### src/rtl/power_seq_ctrl.sv
// Multi-rail power sequencer: ordered bring-up with per-rail qualification,
// reverse-order shutdown, and dropout/timeout fault latching.
module power_seq_ctrl #(
    parameter int NUM_RAILS       = 4,
    parameter int STABLE_CYCLES   = 30,
    parameter int TIMEOUT_CYCLES  = 200,
    parameter int OFF_WAIT_CYCLES = 50
) (
    input  logic                         clk,
    input  logic                         reset,
    input  logic                         start,
    input  logic                         stop,
    input  logic                         clear_fault,
    input  logic [NUM_RAILS-1:0]         rail_pg,
    output logic [NUM_RAILS-1:0]         rail_en,
    output logic                         all_good,
    output logic                         busy,
    output logic                         fault,
    output logic [$clog2(NUM_RAILS)-1:0] fault_rail
);

    localparam int IW = $clog2(NUM_RAILS);
    localparam int SW = $clog2(STABLE_CYCLES + 1);
    localparam int TW = $clog2(TIMEOUT_CYCLES + 1);
    localparam int OW = $clog2(OFF_WAIT_CYCLES + 1);

    localparam logic [2:0] S_IDLE  = 3'd0;
    localparam logic [2:0] S_UP    = 3'd1;
    localparam logic [2:0] S_ON    = 3'd2;
    localparam logic [2:0] S_DOWN  = 3'd3;
    localparam logic [2:0] S_FAULT = 3'd4;

    localparam logic [IW-1:0] IDX_LAST  = IW'(NUM_RAILS - 1);
    localparam logic [SW-1:0] STAB_LAST = SW'(STABLE_CYCLES - 1);
    localparam logic [SW-1:0] STAB_MAX  = SW'(STABLE_CYCLES);
    localparam logic [TW-1:0] TO_LAST   = TW'(TIMEOUT_CYCLES - 1);
    localparam logic [TW-1:0] TO_MAX    = TW'(TIMEOUT_CYCLES);
    localparam logic [OW-1:0] OFF_LAST  = OW'(OFF_WAIT_CYCLES - 1);
    localparam logic [OW-1:0] OFF_MAX   = OW'(OFF_WAIT_CYCLES);

    logic [2:0]           r_state;
    logic [IW-1:0]        r_idx;
    logic [SW-1:0]        r_stab_cnt;
    logic [TW-1:0]        r_to_cnt;
    logic [OW-1:0]        r_off_cnt;
    logic [NUM_RAILS-1:0] r_rail_en;
    logic                 r_all_good;
    logic                 r_busy;
    logic                 r_fault;
    logic [IW-1:0]        r_fault_rail;

    logic [2:0]           w_nxt_state;
    logic [IW-1:0]        w_nxt_idx;
    logic [SW-1:0]        w_nxt_stab;
    logic [TW-1:0]        w_nxt_to;
    logic [OW-1:0]        w_nxt_off;
    logic [NUM_RAILS-1:0] w_nxt_en;
    logic [IW-1:0]        w_nxt_frail;

    logic [NUM_RAILS-1:0] w_below_bad;
    logic [NUM_RAILS-1:0] w_any_bad;
    logic                 w_pg_cur;
    logic [IW-1:0]        w_idx_inc;
    logic [IW-1:0]        w_idx_dec;

    // Lowest set bit wins, so the earliest rail in the chain is reported.
    function automatic logic [IW-1:0] lowest_set(input logic [NUM_RAILS-1:0] m);
        lowest_set = '0;
        for (int i = NUM_RAILS - 1; i >= 0; i--) begin
            if (m[i]) lowest_set = IW'(i);
        end
    endfunction

    always_comb begin
        w_below_bad = '0;
        for (int i = 0; i < NUM_RAILS; i++) begin
            w_below_bad[i] = ~rail_pg[i] && (IW'(i) < r_idx);
        end
    end

    assign w_any_bad = ~rail_pg;
    assign w_pg_cur  = rail_pg[r_idx];
    assign w_idx_inc = r_idx + 1'b1;
    assign w_idx_dec = r_idx - 1'b1;

    always_comb begin
        w_nxt_state = r_state;
        w_nxt_idx   = r_idx;
        w_nxt_stab  = r_stab_cnt;
        w_nxt_to    = r_to_cnt;
        w_nxt_off   = r_off_cnt;
        w_nxt_en    = r_rail_en;
        w_nxt_frail = r_fault_rail;
        unique case (r_state)
            S_IDLE: begin
                if (start && !stop) begin
                    w_nxt_state = S_UP;
                    w_nxt_idx   = '0;
                    w_nxt_stab  = '0;
                    w_nxt_to    = '0;
                    w_nxt_en    = '0;
                    w_nxt_en[0] = 1'b1;
                end
            end
            S_UP: begin
                if (|w_below_bad) begin
                    w_nxt_state = S_FAULT;
                    w_nxt_frail = lowest_set(w_below_bad);
                    w_nxt_en    = '0;
                end else if (r_to_cnt == TO_LAST) begin
                    w_nxt_state = S_FAULT;
                    w_nxt_frail = r_idx;
                    w_nxt_en    = '0;
                end else if (stop) begin
                    w_nxt_state     = S_DOWN;
                    w_nxt_en[r_idx] = 1'b0;
                    w_nxt_off       = '0;
                end else begin
                    if (r_to_cnt != TO_MAX) w_nxt_to = r_to_cnt + 1'b1;
                    if (!w_pg_cur) begin
                        w_nxt_stab = '0;
                    end else if (r_stab_cnt == STAB_LAST) begin
                        w_nxt_stab = '0;
                        w_nxt_to   = '0;
                        if (r_idx == IDX_LAST) begin
                            w_nxt_state = S_ON;
                        end else begin
                            w_nxt_idx           = w_idx_inc;
                            w_nxt_en[w_idx_inc] = 1'b1;
                        end
                    end else if (r_stab_cnt != STAB_MAX) begin
                        w_nxt_stab = r_stab_cnt + 1'b1;
                    end
                end
            end
            S_ON: begin
                if (|w_any_bad) begin
                    w_nxt_state = S_FAULT;
                    w_nxt_frail = lowest_set(w_any_bad);
                    w_nxt_en    = '0;
                end else if (stop) begin
                    w_nxt_state        = S_DOWN;
                    w_nxt_idx          = IDX_LAST;
                    w_nxt_en[IDX_LAST] = 1'b0;
                    w_nxt_off          = '0;
                end
            end
            S_DOWN: begin
                // A rail that never discharges is skipped after the wait, not faulted.
                if (!w_pg_cur || r_off_cnt == OFF_LAST) begin
                    w_nxt_off = '0;
                    if (r_idx == '0) begin
                        w_nxt_state = S_IDLE;
                        w_nxt_en    = '0;
                    end else begin
                        w_nxt_idx           = w_idx_dec;
                        w_nxt_en[w_idx_dec] = 1'b0;
                    end
                end else if (r_off_cnt != OFF_MAX) begin
                    w_nxt_off = r_off_cnt + 1'b1;
                end
            end
            S_FAULT: begin
                w_nxt_en = '0;
                if (clear_fault) begin
                    w_nxt_state = S_IDLE;
                    w_nxt_frail = '0;
                    w_nxt_idx   = '0;
                    w_nxt_stab  = '0;
                    w_nxt_to    = '0;
                    w_nxt_off   = '0;
                end
            end
            default: begin
                w_nxt_state = S_IDLE;
                w_nxt_en    = '0;
            end
        endcase
    end

    always_ff @(posedge clk or posedge reset) begin
        if (reset) begin
            r_state      <= S_IDLE;
            r_idx        <= '0;
            r_stab_cnt   <= '0;
            r_to_cnt     <= '0;
            r_off_cnt    <= '0;
            r_rail_en    <= '0;
            r_all_good   <= 1'b0;
            r_busy       <= 1'b0;
            r_fault      <= 1'b0;
            r_fault_rail <= '0;
        end else begin
            r_state      <= w_nxt_state;
            r_idx        <= w_nxt_idx;
            r_stab_cnt   <= w_nxt_stab;
            r_to_cnt     <= w_nxt_to;
            r_off_cnt    <= w_nxt_off;
            r_rail_en    <= w_nxt_en;
            r_all_good   <= (w_nxt_state == S_ON);
            r_busy       <= (w_nxt_state == S_UP) || (w_nxt_state == S_DOWN);
            r_fault      <= (w_nxt_state == S_FAULT);
            r_fault_rail <= w_nxt_frail;
        end
    end

    assign rail_en    = r_rail_en;
    assign all_good   = r_all_good;
    assign busy       = r_busy;
    assign fault      = r_fault;
    assign fault_rail = r_fault_rail;

endmodule
### config.mk
export PLATFORM = sky130hd
export DESIGN_NAME = power_seq_ctrl
export DESIGN_NICKNAME = d
export VERILOG_FILES = /design/src/rtl/power_seq_ctrl.sv
export SDC_FILE = /design/constraint.sdc
export NUM_CORES = 1
export LEC_CHECK = 0
export CAP_MARGIN = 20
export CORE_MARGIN = 3
export CORE_UTILIZATION = 60
export CTS_CLUSTER_SIZE = 25
export DETAILED_ROUTE_END_ITERATION = 6
export PLACE_DENSITY = 0.83
export SLEW_MARGIN = 20
export SYNTH_ARGS = -nofsm -noshare
export SYNTH_HDL_FRONTEND = slang
export SYNTH_SLANG_ARGS = --single-unit
### constraint.sdc
create_clock -name clk -period 7 [get_ports clk]
set_input_delay 0.7 -clock clk [delete_from_list [all_inputs] [get_ports clk]]
set_output_delay 0.7 -clock clk [all_outputs]
set_load 0.01 [all_outputs]
==> Word-level counts from Yosys, hierarchy flattened <==
Cells that the tools add are included.
{ "totals": {"output_inout_bits": 9, "in_bits": 9, "wordCells": 183, "register_bits": 33} }
{ "classes": {"mux": 85, "addsub": 5, "n_reduce_logical": 27, "order_cmp": 10, "n_eq_ne": 35, "bitwise": 10} }
{ "ops": {"columns": ["operator", "n"], "rows": [
  ["$mux 8", 8],
  ["$mux 2", 23],
  ["$mux 6", 7],
  ["$mux 5", 8],
  ["$mux 3", 13],
  ["$mux 4", 9],
  ["$ne 2x2->1 const B", 13],
  ["$pmux 6 s4", 1],
  ["$pmux 8 s3", 1],
  ["$reduce_and 6->1", 4],
  ["$ne 5x5->1 const B", 4],
  ["$pmux 4 s4", 1],
  ["$pmux 3 s5", 1],
  ["$pmux 5 s3", 1],
  ["$reduce_and 13->1", 1],
  ["$eq 3x2->1 const B", 4],
  ["$not 4->4", 3],
  ["$pmux 2 s5", 1],
  ["$lt 2x3->1 const B", 3],
  ["$ne 3x3->1 const B", 3],
  ["$add 8x1->8 const B", 1],
  ["$and 4x4->4", 2],
  ["$eq 8x8->1 const B", 1],
  ["$logic_and 1x1->1", 8],
  ["31 further kinds", 51]
]} }

==> Depth between registers and ports, before layout <==
{ "logic_depth": {"ltp_word": 13, "depth_mapped": 10, "ltp_nobuf": 8} }

==> Worst setup path after synthesis <==
OpenSTA, ideal clock, no wires.
{ "synth_path": {"kind": "register -> register", "startpoint": "reg r_idx[0]", "endpoint": "reg r_idx[0]", "period_less_slack_ps": 2219, "t_arrival_ps": 2086, "path_stages_with_launch": 10, "n_path_buf": 1, "setup_time_ps": 132, "required_ps": 6868, "setup_slack_ps": 4781, "path_cell_list": "dfrtp_1 > inv_1 > ha_1 > clkbuf_1 > nor2_1 > a2111oi_4 > o21a_2 > nand4_4 > o21ai_0 > o41ai_2"} }
{ "synth_via": {"elab_chain_cells": 8, "word_cells_on_any_way": 32, "classes_between": "add/sub (2); order compare (4); eq/ne (6); mux (11); reduce/logical (9)"} }
{ "synth_rtl": {"columns": ["item", "line_no", "source"], "rows": [
  ["from (decl)", "42", "logic [IW-1:0] r_idx;"],
  ["from (signal assigned)", "195", "r_idx <= w_nxt_idx;"],
  ["$add 2x1->2", "83", "assign w_idx_inc = r_idx + 1'b1;"],
  ["$mux 2", "125", "if (r_idx == IDX_LAST) begin"],
  ["$mux 2", "122", "end else if (r_stab_cnt == STAB_LAST) begin"],
  ["$mux 2", "120", "if (!w_pg_cur) begin"],
  ["$mux 2", "114", "end else if (stop) begin"],
  ["$mux 2", "110", "end else if (r_to_cnt == TO_LAST) begin"],
  ["$mux 2", "106", "if (|w_below_bad) begin"],
  ["$pmux 2 s5", "94", "unique case (r_state)"]
]} }
Parallel ways exist; a longest one is shown, timed or not. The select of a mux whose other input is x is not followed.
A chain may end at the register's enable or synchronous reset.

==> Final worst setup path <==
{ "layout_path": {"startpoint": "in rail_pg[1]", "endpoint": "reg r_to_cnt[3]"} }
{ "layout_via": {"elab_chain_cells": 7, "word_cells_on_any_way": 12, "classes_between": "eq/ne (1); mux (7); bitwise (1); reduce/logical (3)"} }
{ "layout_rtl": {"columns": ["item", "line_no", "source"], "rows": [
  ["from (decl)", "14", "input logic [NUM_RAILS-1:0] rail_pg,"],
  ["$bmux 1 s2", "82", "assign w_pg_cur = rail_pg[r_idx];"],
  ["$mux 1 (not written as such)", "82", null],
  ["$mux 8", "120", null],
  ["$mux 8", "114", null],
  ["$mux 8", "110", null],
  ["$mux 8", "106", null],
  ["$pmux 8 s3", "94", null],
  ["to (signal assigned)", "197", "r_to_cnt <= w_nxt_to;"],
  ["to (decl)", "44", "logic [TW-1:0] r_to_cnt;"]
]} }
Parallel ways exist; a longest one is shown, timed or not. The select of a mux whose other input is x is not followed.

==> flow_results.org <==
** Power
- The internal portion of the total power is 543 µW.
- In this run the power spent charging and discharging nets is 397 µW.
- Peak supply drop :: approximately 0.24 mV
- Summed over all cells, the static leakage comes to 1.14 nW.
- The clock network burns 20.1% of the power.
- Power spread over the standard cell area amounts to 350 mW/mm².
- Reg power frac :: around 32%
- Fraction of power spent switching nets :: 42.2%
- Combinational logic burns 47.8% of the power.

** Final layout
- Fraction of final layout cells with drive strength greater than 1 :: 8.21%
- Filler cells :: ~290
- Inserted Diodes :: 0
- The area growth from synthesis to layout is 13.0%.
- After the last flow step, the layout net total stands at ~300.

** Run
- Max capacitance violation total :: 0

** STA
- Final slew viol count :: 0
- Transition time at the pin with the least slew margin :: 0.704 ns
- Count of final hold-check violations :: 0
- Final setup violation count :: 0
- Based on the critical path, the design can be clocked at up to 365 MHz.
- Final worst setup slack :: 4.26 ns
- In the finished design, the share of the clock period the worst path needs comes to 39.2%.
- Total negative slack :: 0 ns
- Setup repair after global routing left no endpoint under its margin.
- Measured against its own limit, the worst slew margin works out to 53.1%.
- Subtracting the final worst setup slack from the clock period gives 2.74 ns.
- Worst clock skew on the final layout :: 0.00359 ns

** Route
- Dividing the detail-routed wire length by the instance count gives 15.1 µm.
- After the first detailed-routing iteration, the DRC count stood at 129.
- Number of nets still failing antenna checks after routing :: 0
- Post-Route WL :: 4.95 mm
- Dividing the detail-routed via count by the number of cells gives around 6.2.
- Across all layers, the routed design uses 2037 vias.
- Final routed DRC violation total :: 0
- The pre-antenna-repair detailed-routing pass consisted of 4 iterations.

** Global routing
- The initial antenna violation count is 0.
- Remaining Overflow, GRT :: 0
- Via count of the first global-routing pass :: 1871
- Global routing used 21.6% of the available tracks across all layers.
- Largest net degree at the start of global routing :: 34
- The first global-routing pass estimated 8.53 mm of wire.

** Critical path
- The signal on the critical path passes through clkdlybuf4s50_1 > nor3b_1 > a2111oi_4 > o211ai_2 > or4b_1 > nand2_1.
- Cell class contributing the biggest share of worst-path delay :: compound AO/OA/AOI/OAI gates
- At the worst endpoint, the arrival time is 2.97 ns.
- The worst setup path is launched from an input pin.
- Critical Path Max Stage Delay :: 0.59 ns
- On the critical path, the stage with the largest delay is an instance of sky130_fd_sc_hd__a2111oi_4.
- For the worst setup path, the data required time is slightly above 7 ns.
- Critical path class :: in2reg
- Of all nets on the critical path, the largest fanout is 11.
- Number of cells on the critical path :: 6
- Type of element capturing the critical path :: flop
- Depth of the worst register-to-register path :: 7
- Together, buffers and inverters on the worst path number 1.

** Synth
- Cell type with the largest total area after synthesis :: sky130_fd_sc_hd__dfrtp_1
- In this run, synthesis inferred 0 flip-flops with an integrated enable.
- After synthesis, the share of flip-flops with an asynchronous set or reset is 100%.
- Number of nets produced by synthesis :: 286
- Proportion of netlist area held by the largest area contributor :: 34.7%
- Largest cells by area after synthesis :: sky130_fd_sc_hd__dfrtp_1, sky130_fd_sc_hd__ha_1, sky130_fd_sc_hd__o21ai_0, sky130_fd_sc_hd__nand2_1, sky130_fd_sc_hd__nor2_1
- Counting distinct cell types in the post-synthesis netlist gives 64.
- Combined area of all synthesized cells :: 0.00238 mm²
- For this run, the number of Yosys warnings is 0.
- Post-synthesis instance total :: between 200 and 300
- Sequential cell area fraction in the yosys report :: 34.7%
- The most common cell in the synthesized netlist is sky130_fd_sc_hd__dfrtp_1.
- Among all flip-flop cells after synthesis, the most frequent one is sky130_fd_sc_hd__dfrtp_1.
- Post-synthesis average cell area :: ~9 µm²
- Synthesis inferred 33 register bits.
- In the synthesized netlist, the cells that appear most often are sky130_fd_sc_hd__dfrtp_1, sky130_fd_sc_hd__nand2_1, sky130_fd_sc_hd__o21ai_0.

** Clock tree
- CTS saw 33 sinks.
- Clk_lat worst skew :: 0.29 ns
- CTS placed an instance of sky130_fd_sc_hd__clkbuf_8 at the clock tree root.
- Once the clock tree was built, the setup fixing pass inserted 0 buffers.
- In this run the number of H-tree levels came out at 2.
- Cts bufs inserted :: 5
- TritonCTS built the clock tree.
- Maximum root-to-sink buffer count :: 2
- Count of hold-fix buffers inserted at cts :: 0
- After clock tree synthesis, the clock-pin slew on the worst setup and hold paths is 0.07 ns.
- The number of gates resized after CTS was 0.

** Hold path
- The tightest min-delay check is of the reg2reg type.
- Along the worst hold path, the cell count comes to 1.

** Floorplanning
- The floorplan step defined a die boundary enclosing 0.00476 mm².
- Width of the die :: 69.0 µm
- Overall die height :: 69.0 µm
- After floorplanning, the core was sized to cover 0.00374 mm².
- The floorplan has 22 rows.
- 18 I/O pins were placed.
- Starting density of the core :: 63.6%

** Placement
- Placement-stage worst setup slack :: approximately 4.0 ns
- Count of buffers from port buffering :: 17
- Routability-driven placement finished with a final weighted congestion of 0.854.
- The HPWL after detailed placement is 3.57 mm.

** Run status
- Status :: finished, final reports clean
-- area by class of cell --
class / count / area, µm² / area share (%)
clock buffer: 7 / 86.3 / 3.21
clock inverter: 1 / 30.0 / 1.12
inverter: 15 / 56.3 / 2.09
multi-input combinational: 206 / 1460 / 54.1
sequential: 33 / 826 / 30.7
tap: 48 / 60.1 / 2.23
timing repair buffer: 18 / 178 / 6.60
-- cells by family after synthesis --
family | Yosys count | synth area share (%)
muxes | 3 | 1.79
xor gates and xnor gates | 2 | 0.735
adders and majority gates | 13 | 6.83
buffers and inverters | 25 | 4.25
AOI/OAI and AO/OA | 86 | 26.7
and+or+nand+nor | 102 | 25.1
DFF | 33 | 34.7
-- registers in the layout, indices dropped and copies added, names as in the netlist --
register,count
r_idx,2
rail_en,4
r_state,3
r_off_cnt,6
r_stab_cnt,5
r_to_cnt,8
fault,1
busy,1
all_good,1
fault_rail,2
-- layer usage --
| metal | vias to the layer above | global-route usage [%] | wire, µm |
|---|---|---|---|
| li1 | 1003 | - | - |
| met1 | 995 | 28.4 | 2350 |
| met2 | 31 | 35.2 | 2400 |
| met3 | 8 | 4.37 | 145 |
| met4 | 0 | 7.81 | 63 |
| met5 | - | 0 | 0 |
-- per-stage QoR --
| stage | cells | util, % | total power [mW] | cell area (µm²) | hold WS, ns |
|---|---|---|---|---|---|
| 5_1_grt | 328 | 71.9 | 1.01 | 2690 | 0.527 |
| 3_5_place_dp | 320 | 68.8 | 0.749 | 2570 | 0.486 |
| 4_1_cts | 328 | 71.9 | 0.941 | 2690 | 0.499 |
| 6_report | 328 | 71.9 | 0.941 | 2690 | 0.492 |
| 3_3_place_gp | 320 | 68.8 | 0.741 | 2570 | 0.482 |
| 2_1_floorplan | 264 | - | 0.637 | 2380 | 0.459 |
-- path summary, 6_finish.rpt --
path | from | endpoint | slack (ns)
min reg2reg | r_to_cnt[7]$_DFFE_PP0P_ | r_to_cnt[7]$_DFFE_PP0P_ | 0.49
max reg2reg | r_idx[0]$_DFFE_PP0P_ | r_to_cnt[3]$_DFFE_PP0P_ | 4.34
max | rail_pg[1] | r_to_cnt[3]$_DFFE_PP0P_ | 4.26
min | r_to_cnt[7]$_DFFE_PP0P_ | r_to_cnt[7]$_DFFE_PP0P_ | 0.49
min in group asynchronous | reset | all_good$_DFF_PP0_ | 0.80
max in group asynchronous | reset | r_stab_cnt[0]$_DFFE_PP0P_ | 5.91
-- placed cells by master (no fill, tap or decap), types with 3 or more instances in the layout --
cell type / count
sky130_fd_sc_hd__dfrtp_1: 33
sky130_fd_sc_hd__o21ai_0: 24
sky130_fd_sc_hd__nand2_1: 24
sky130_fd_sc_hd__nor2_1: 20
sky130_fd_sc_hd__clkdlybuf4s50_1: 17
sky130_fd_sc_hd__inv_1: 14
sky130_fd_sc_hd__ha_1: 13
sky130_fd_sc_hd__nor2b_1: 11
sky130_fd_sc_hd__a21oi_1: 11
sky130_fd_sc_hd__nand3_1: 7
sky130_fd_sc_hd__a22o_1: 7
sky130_fd_sc_hd__nand2b_1: 6
sky130_fd_sc_hd__and3_1: 6
sky130_fd_sc_hd__clkbuf_8: 6
sky130_fd_sc_hd__o31ai_1: 5
sky130_fd_sc_hd__a31oi_1: 5
sky130_fd_sc_hd__o21ai_1: 5
sky130_fd_sc_hd__nor4bb_1: 3
sky130_fd_sc_hd__o22ai_1: 3
sky130_fd_sc_hd__nor3_1: 3
-- power groups by stage --
| stage | Combinational, mW | Clock (mW) | Sequential [mW] |
|---|---|---|---|
| floorplan | 0.362 | 0 | 0.275 |
| global placement | 0.438 | 0 | 0.303 |
| detailed placement | 0.445 | 0 | 0.304 |
| CTS | 0.449 | 0.192 | 0.300 |
| global route | 0.503 | 0.200 | 0.311 |
| finish | 0.450 | 0.189 | 0.302 |
-- worst register-to-register path, stage by stage (launching register included) --
cell	delay, ns
sky130_fd_sc_hd__dfrtp_1	0.48
sky130_fd_sc_hd__inv_1	0.15
sky130_fd_sc_hd__ha_1	0.35
sky130_fd_sc_hd__nor2_1	0.13
sky130_fd_sc_hd__a2111oi_4	0.46
sky130_fd_sc_hd__o211ai_2	0.37
sky130_fd_sc_hd__or4b_1	0.59
sky130_fd_sc_hd__nand2_1	0.08
(Power assumes the default switching activity.)
==> RTL change 1 (same flow settings) <==
Register the output `fault` once more, with the module's reset; this adds one clock of latency there. The other outputs are not delayed to match.
--- a/src/rtl/power_seq_ctrl.sv
+++ b/src/rtl/power_seq_ctrl.sv
@@ -207,7 +207,13 @@
     assign rail_en    = r_rail_en;
     assign all_good   = r_all_good;
     assign busy       = r_busy;
-    assign fault      = r_fault;
+    always_ff @(posedge clk or posedge reset) begin
+        if (reset) begin
+            fault <= '0;
+        end else begin
+            fault <= r_fault;
+        end
+    end
     assign fault_rail = r_fault_rail;
 
 endmodule
Function: no difference found for any inputs over 10 cycles, from zero or initial values and one cycle with reset high; that may be too few to reach the edited logic, so the function may still have changed.
==> RTL change 1 against the unedited design <==
  * Sequential cell count rose by 1
  * Sequential share of layout area rose by 1.3 points
  * Design area fell by 1.2%
  * Via count fell by 0.79%
  * Largest power group unchanged
  * Global-route usage rose by 2.6 points
  * Sequential power fell by 4%
  * First-iteration DRC count rose by 19%
  * Synthesized area fell by 1.5%
  * Die area fell by 1.3%
  * Highest routed layer unchanged
  * Worst setup slack got worse by 0.32 ns
  * Wire length rose by 1.6%
  * Power fell by 4.5%
==> RTL change 1: results (changes against the unedited design) <==
Worst setup path
  • Crit path arrival time: 3.23 ns (+0.26 ns)
  • Capturing point of the worst reg2reg path: r_off_cnt[0]
  • Crit-path slowest cell: o22ai_1
  • RR Startpoint: r_idx[1]
  • Worst R2R Path Depth: 8 (+1)
  • Reg2reg setup slack: 4.02 ns (-0.32 ns)

Min path
  • Hold Startpoint: r_fault

Global route
  • First-pass GRT wire length: 8.58 mm (+0.64%)
  • Vias in the first global route: 1,865 (-0.32%)

Synth
  • Top post-synthesis cells by area: dfrtp_1 36%, ha_1 6.9%, nand2_1 4.2%
  • Share of the yosys chip area belonging to registers: 0.362 (+0.0158)
  • Syn_nets: 293 (+2.4%)
  • Flops & latches, synth: 34 (+3.0%)
  • Synth cell types: 57 (-11%)

Power
  • P_seq: 0.000290 W (-4%)
  • Peak VDD IR: 0.219 mV (-10%)
  • P per Cell Area: 338 mW/mm2 (-3.4%)
  • Psw: 0.000387 W (-2.6%)
  • Sw Share: 0.430 (+0.00811)
  • Logic gate share of total power: 0.480 (+0.002)

STA
  • Fin Clk Skew: 0.00680 ns (+0.00320 ns)

Placement
  • Pre-CTS setup slack: 3.70 ns (-0.268 ns)
  • Placed Cells: 329 (+2.8%)
  • Placed Area: 0.00255 mm2 (-0.92%)
  • Post-DP HPWL: 3.59 mm (+0.55%)
  • Gp weighted congestion: 0.899 (+5.3%)

Final layout
  • Clock network area share: 0.0409 (-0.00231)
  • Nonclk inv count: 21 (+6)
  • Clock buffer cells: 5 (-2)
  • Layout Nets: 310 (+3.0%)
  • Fillers: 304 (+3.4%)

Routing
  • DRT iter0 DRCs: 153 (+19%)
  • Avg WL per Cell: 14.9 um (-1.2%)

Run status
  • Status: complete, no violations
==> RTL change 1: kinds of logic after synthesis <==
family,count (synthesis),synth area share
XOR/XNOR,1,0.00373
buffers and inverters,29,0.0480
AO/OA/AOI/OAI,76,0.215
flip-flops,34,0.362
AND/OR/NAND/NOR,111,0.264
adder cells (fa/ha/maj),14,0.0736
multiplexers,6,0.0325
==> RTL change 1: how the worst max path moves through the flow <==
stage,slack (ns),end,cells past startpoint,start
after floorplan,4.71,r_stab_cnt[4],5,rail_pg[3]
after global placement,3.73,r_off_cnt[0],7,rail_pg[1]
after detailed placement,3.70,r_off_cnt[0],7,rail_pg[1]
after CTS,3.97,r_off_cnt[0],7,rail_pg[1]
after global routing,3.82,r_off_cnt[0],7,rail_pg[1]
final,3.94,r_off_cnt[0],7,rail_pg[1]
==> RTL change 1: per-layer routing <==
metal,wire length [um],share of wire,GRT usage
met1,2430,0.48,0.339
met2,2310,0.46,0.367
met3,247,0.049,0.0616
met4,48,0.0095,0.0744
met5,0,0,0
==> RTL change 2 (same settings) <==
Without the edit above. Set the parameter `TIMEOUT_CYCLES` to 400 (it was 200).
--- a/src/rtl/power_seq_ctrl.sv
+++ b/src/rtl/power_seq_ctrl.sv
@@ -3,7 +3,7 @@
 module power_seq_ctrl #(
     parameter int NUM_RAILS       = 4,
     parameter int STABLE_CYCLES   = 30,
-    parameter int TIMEOUT_CYCLES  = 200,
+    parameter int TIMEOUT_CYCLES  = 400,
     parameter int OFF_WAIT_CYCLES = 50
 ) (
     input  logic                         clk,
Function: no difference found for any inputs over 10 cycles, from zero or initial values and one cycle with reset high; that may be too few to reach the edited logic, so the function may still have changed.
==> RTL change 2 against the unedited design <==
  * Sequential cell count rose by 1
  * Power fell by 12%
  * Wire length rose by 6.7%
  * Synthesized area rose by 2.2%
  * Design area rose by 1.3%
  * Clock power fell by 6%
  * Register-to-register slack got worse by 0.35 ns
  * Critical path type unchanged
  * Die area rose by 2.0%
  * Critical endpoint is now r_stab_cnt[1]
  * Global-route usage rose by 1.2 points
  * Synthesized cell count rose by 5.3%
  * Clock skew rose by 0.0023 ns
  * Worst setup slack got worse by 0.40 ns
==> RTL change 2: results (changes against the unedited design) <==
Run status
  • Status: complete, no violations

Global route
  • Vias in the first global route: 2,010 (+7.4%)
  • Total track usage: 0.228 (+0.0119)
  • Initial antenna violation count: 0 (unchanged)
  • Largest net degree at the start of global routing: 35 (+2.9%)
  • First-pass GRT wire length: 9.20 mm (+7.9%)

Worst setup path
  • Critical path fanouts, max: 23 (+12)
  • Crit path arrival time: 3.35 ns (+0.38 ns)
  • Capturing point of the worst reg2reg path: r_stab_cnt[1]
  • Crit-path slowest cell: or4_1
  • Reg2reg setup slack: 3.99 ns (-0.35 ns)
  • RR Startpoint: r_idx[1]
  • Worst R2R Path Depth: 7 (unchanged)
  • Largest stage delay on the critical path: 0.66 ns (+0.07 ns)

Routing
  • DRT met1 WL: 2.54 mm (+8.2%)
  • Met3 WL: 293 um (+100%)
  • Via density: 6.41 (+3.1%)
  • Avg WL per Cell: 15.6 um (+3.5%)
  • DRT iter0 DRCs: 181 (+40%)
  • DR WL met2: 2.37 mm (-1.2%)
  • Pre-Repair DR Iteration Count: 5 (+1)

Synth
  • Synth top cells by count: 34 x dfrtp_1, 24 x o21ai_0, 19 x inv_1
  • Syn avg cell area: 8.76 um2 (-2.9%)
  • Top post-synthesis cells by area: dfrtp_1 35%, ha_1 6.7%, o21ai_0 4.9%
  • Share of the yosys chip area belonging to registers: 0.349 (+0.00280)
  • Ys flop type: dfrtp_1
  • Syn_nets: 300 (+4.9%)
  • Synth cell types: 52 (-19%)

Power
  • Internal power: 0.000495 W (-8.9%)
  • Peak VDD IR: 0.198 mV (-19%)
  • Leakage: 1.13 nW (-0.84%)

Final layout
  • Layout Nets: 311 (+3.3%)
  • Top Registers: r_to_cnt (9), r_off_cnt (6), r_stab_cnt (5)
  • Fillers: 313 (+6.5%)
  • Post-route insts no fill: 338 (+3.0%)
  • Diode count: 0 (unchanged)
  • Layout cell share with drive strength beyond 1: 0.0724 (-0.00973)

STA
  • Final worst hold slack: 0.488 ns (-0.00356 ns)
  • Fin Clk Skew: 0.00594 ns (+0.00235 ns)
  • Slew at the pin closest to its max-slew limit: 0.892 ns (+0.188 ns)

Placement
  • Gp weighted congestion: 0.930 (+8.9%)
  • Post-DP HPWL: 3.76 mm (+5.2%)
  • Placed Cells: 330 (+3.1%)
  • Placed Area: 0.00262 mm2 (+1.6%)

Min path
  • Worst hold path class: flop to flop
  • Hold Startpoint: r_off_cnt[5]
  • Hold EP: r_off_cnt[5]

Clock network
  • Num CTS Buffers: 5 (unchanged)
[RTL change 2: cell types whose count changed after synthesis, moves of 5 or more]
cell,change
o22ai_1,+5
nand3_1,+7
clkbuf_1,+5
nor2b_1,-5
o31ai_1,+5
inv_1,+5
nand2_1,-10
[RTL change 2: cell families after synthesis]
| group | after synthesis | share of synthesized area |
|---|---|---|
| fa+ha+maj | 13 | 0.0668 |
| compound gates | 91 | 0.255 |
| flops | 34 | 0.349 |
| simple gates | 98 | 0.233 |
| xor+xnor | 3 | 0.0108 |
| mux | 6 | 0.0319 |
| buf+inv | 33 | 0.0524 |
[RTL change 2: stage by stage]
stage | total power [W] | util | worst slack (ns)
2_1_floorplan | 0.000552 | - | 4.66
3_3_place_gp | 0.000640 | 0.689 | 3.66
3_5_place_dp | 0.000646 | 0.689 | 3.60
4_1_cts | 0.000827 | 0.717 | 3.90
5_1_grt | 0.000891 | 0.717 | 3.70
6_report | 0.000828 | 0.717 | 3.86
[RTL change 2: how the worst max path moves through the flow]
stage / start / to / slack (ns) / depth (start not counted)
floorplan: rail_pg[3] / r_off_cnt[2] / 4.66 / 7
global placement: rail_pg[1] / r_stab_cnt[1] / 3.66 / 6
detailed placement: rail_pg[1] / r_stab_cnt[0] / 3.60 / 6
CTS: rail_pg[1] / r_stab_cnt[1] / 3.90 / 6
global route: rail_pg[1] / r_stab_cnt[1] / 3.70 / 6
finish: rail_pg[1] / r_stab_cnt[1] / 3.86 / 6
[RTL change 2: power groups by stage]
stage | combinational, W | clock, W | sequential [W]
after global placement | 0.000357 | 0 | 0.000283
after global routing | 0.000410 | 0.000193 | 0.000288
after floorplan | 0.000290 | 0 | 0.000262
after detailed placement | 0.000362 | 0 | 0.000284
after CTS | 0.000364 | 0.000182 | 0.000281
final | 0.000368 | 0.000178 | 0.000282
[RTL change 2: layer usage]
metal	global-route usage	vias up
met5	0	-
li1	-	1056
met1	0.323	1011
met2	0.342	83
met3	0.0507	15
met4	0.0809	0
[RTL change 2: final cells by class]
class                           instances  area share
Clock buffer                            5      0.0253
Multi-Input combinational cell        211       0.534
Timing Repair Buffer                   18      0.0652
Sequential cell                        34       0.312
Tap cell                               48      0.0220
Inverter                               19      0.0262
Clock inverter                          3      0.0147
[RTL change 2: worst reg2reg max path, cell delays in order, from the launching register on]
cell       delay (ns)
dfrtp_1          0.48
inv_1            0.12
ha_1             0.25
nor3b_1          0.14
a2111oi_4        0.63
a32oi_2          0.51
or4_1            0.67
o22ai_1          0.14
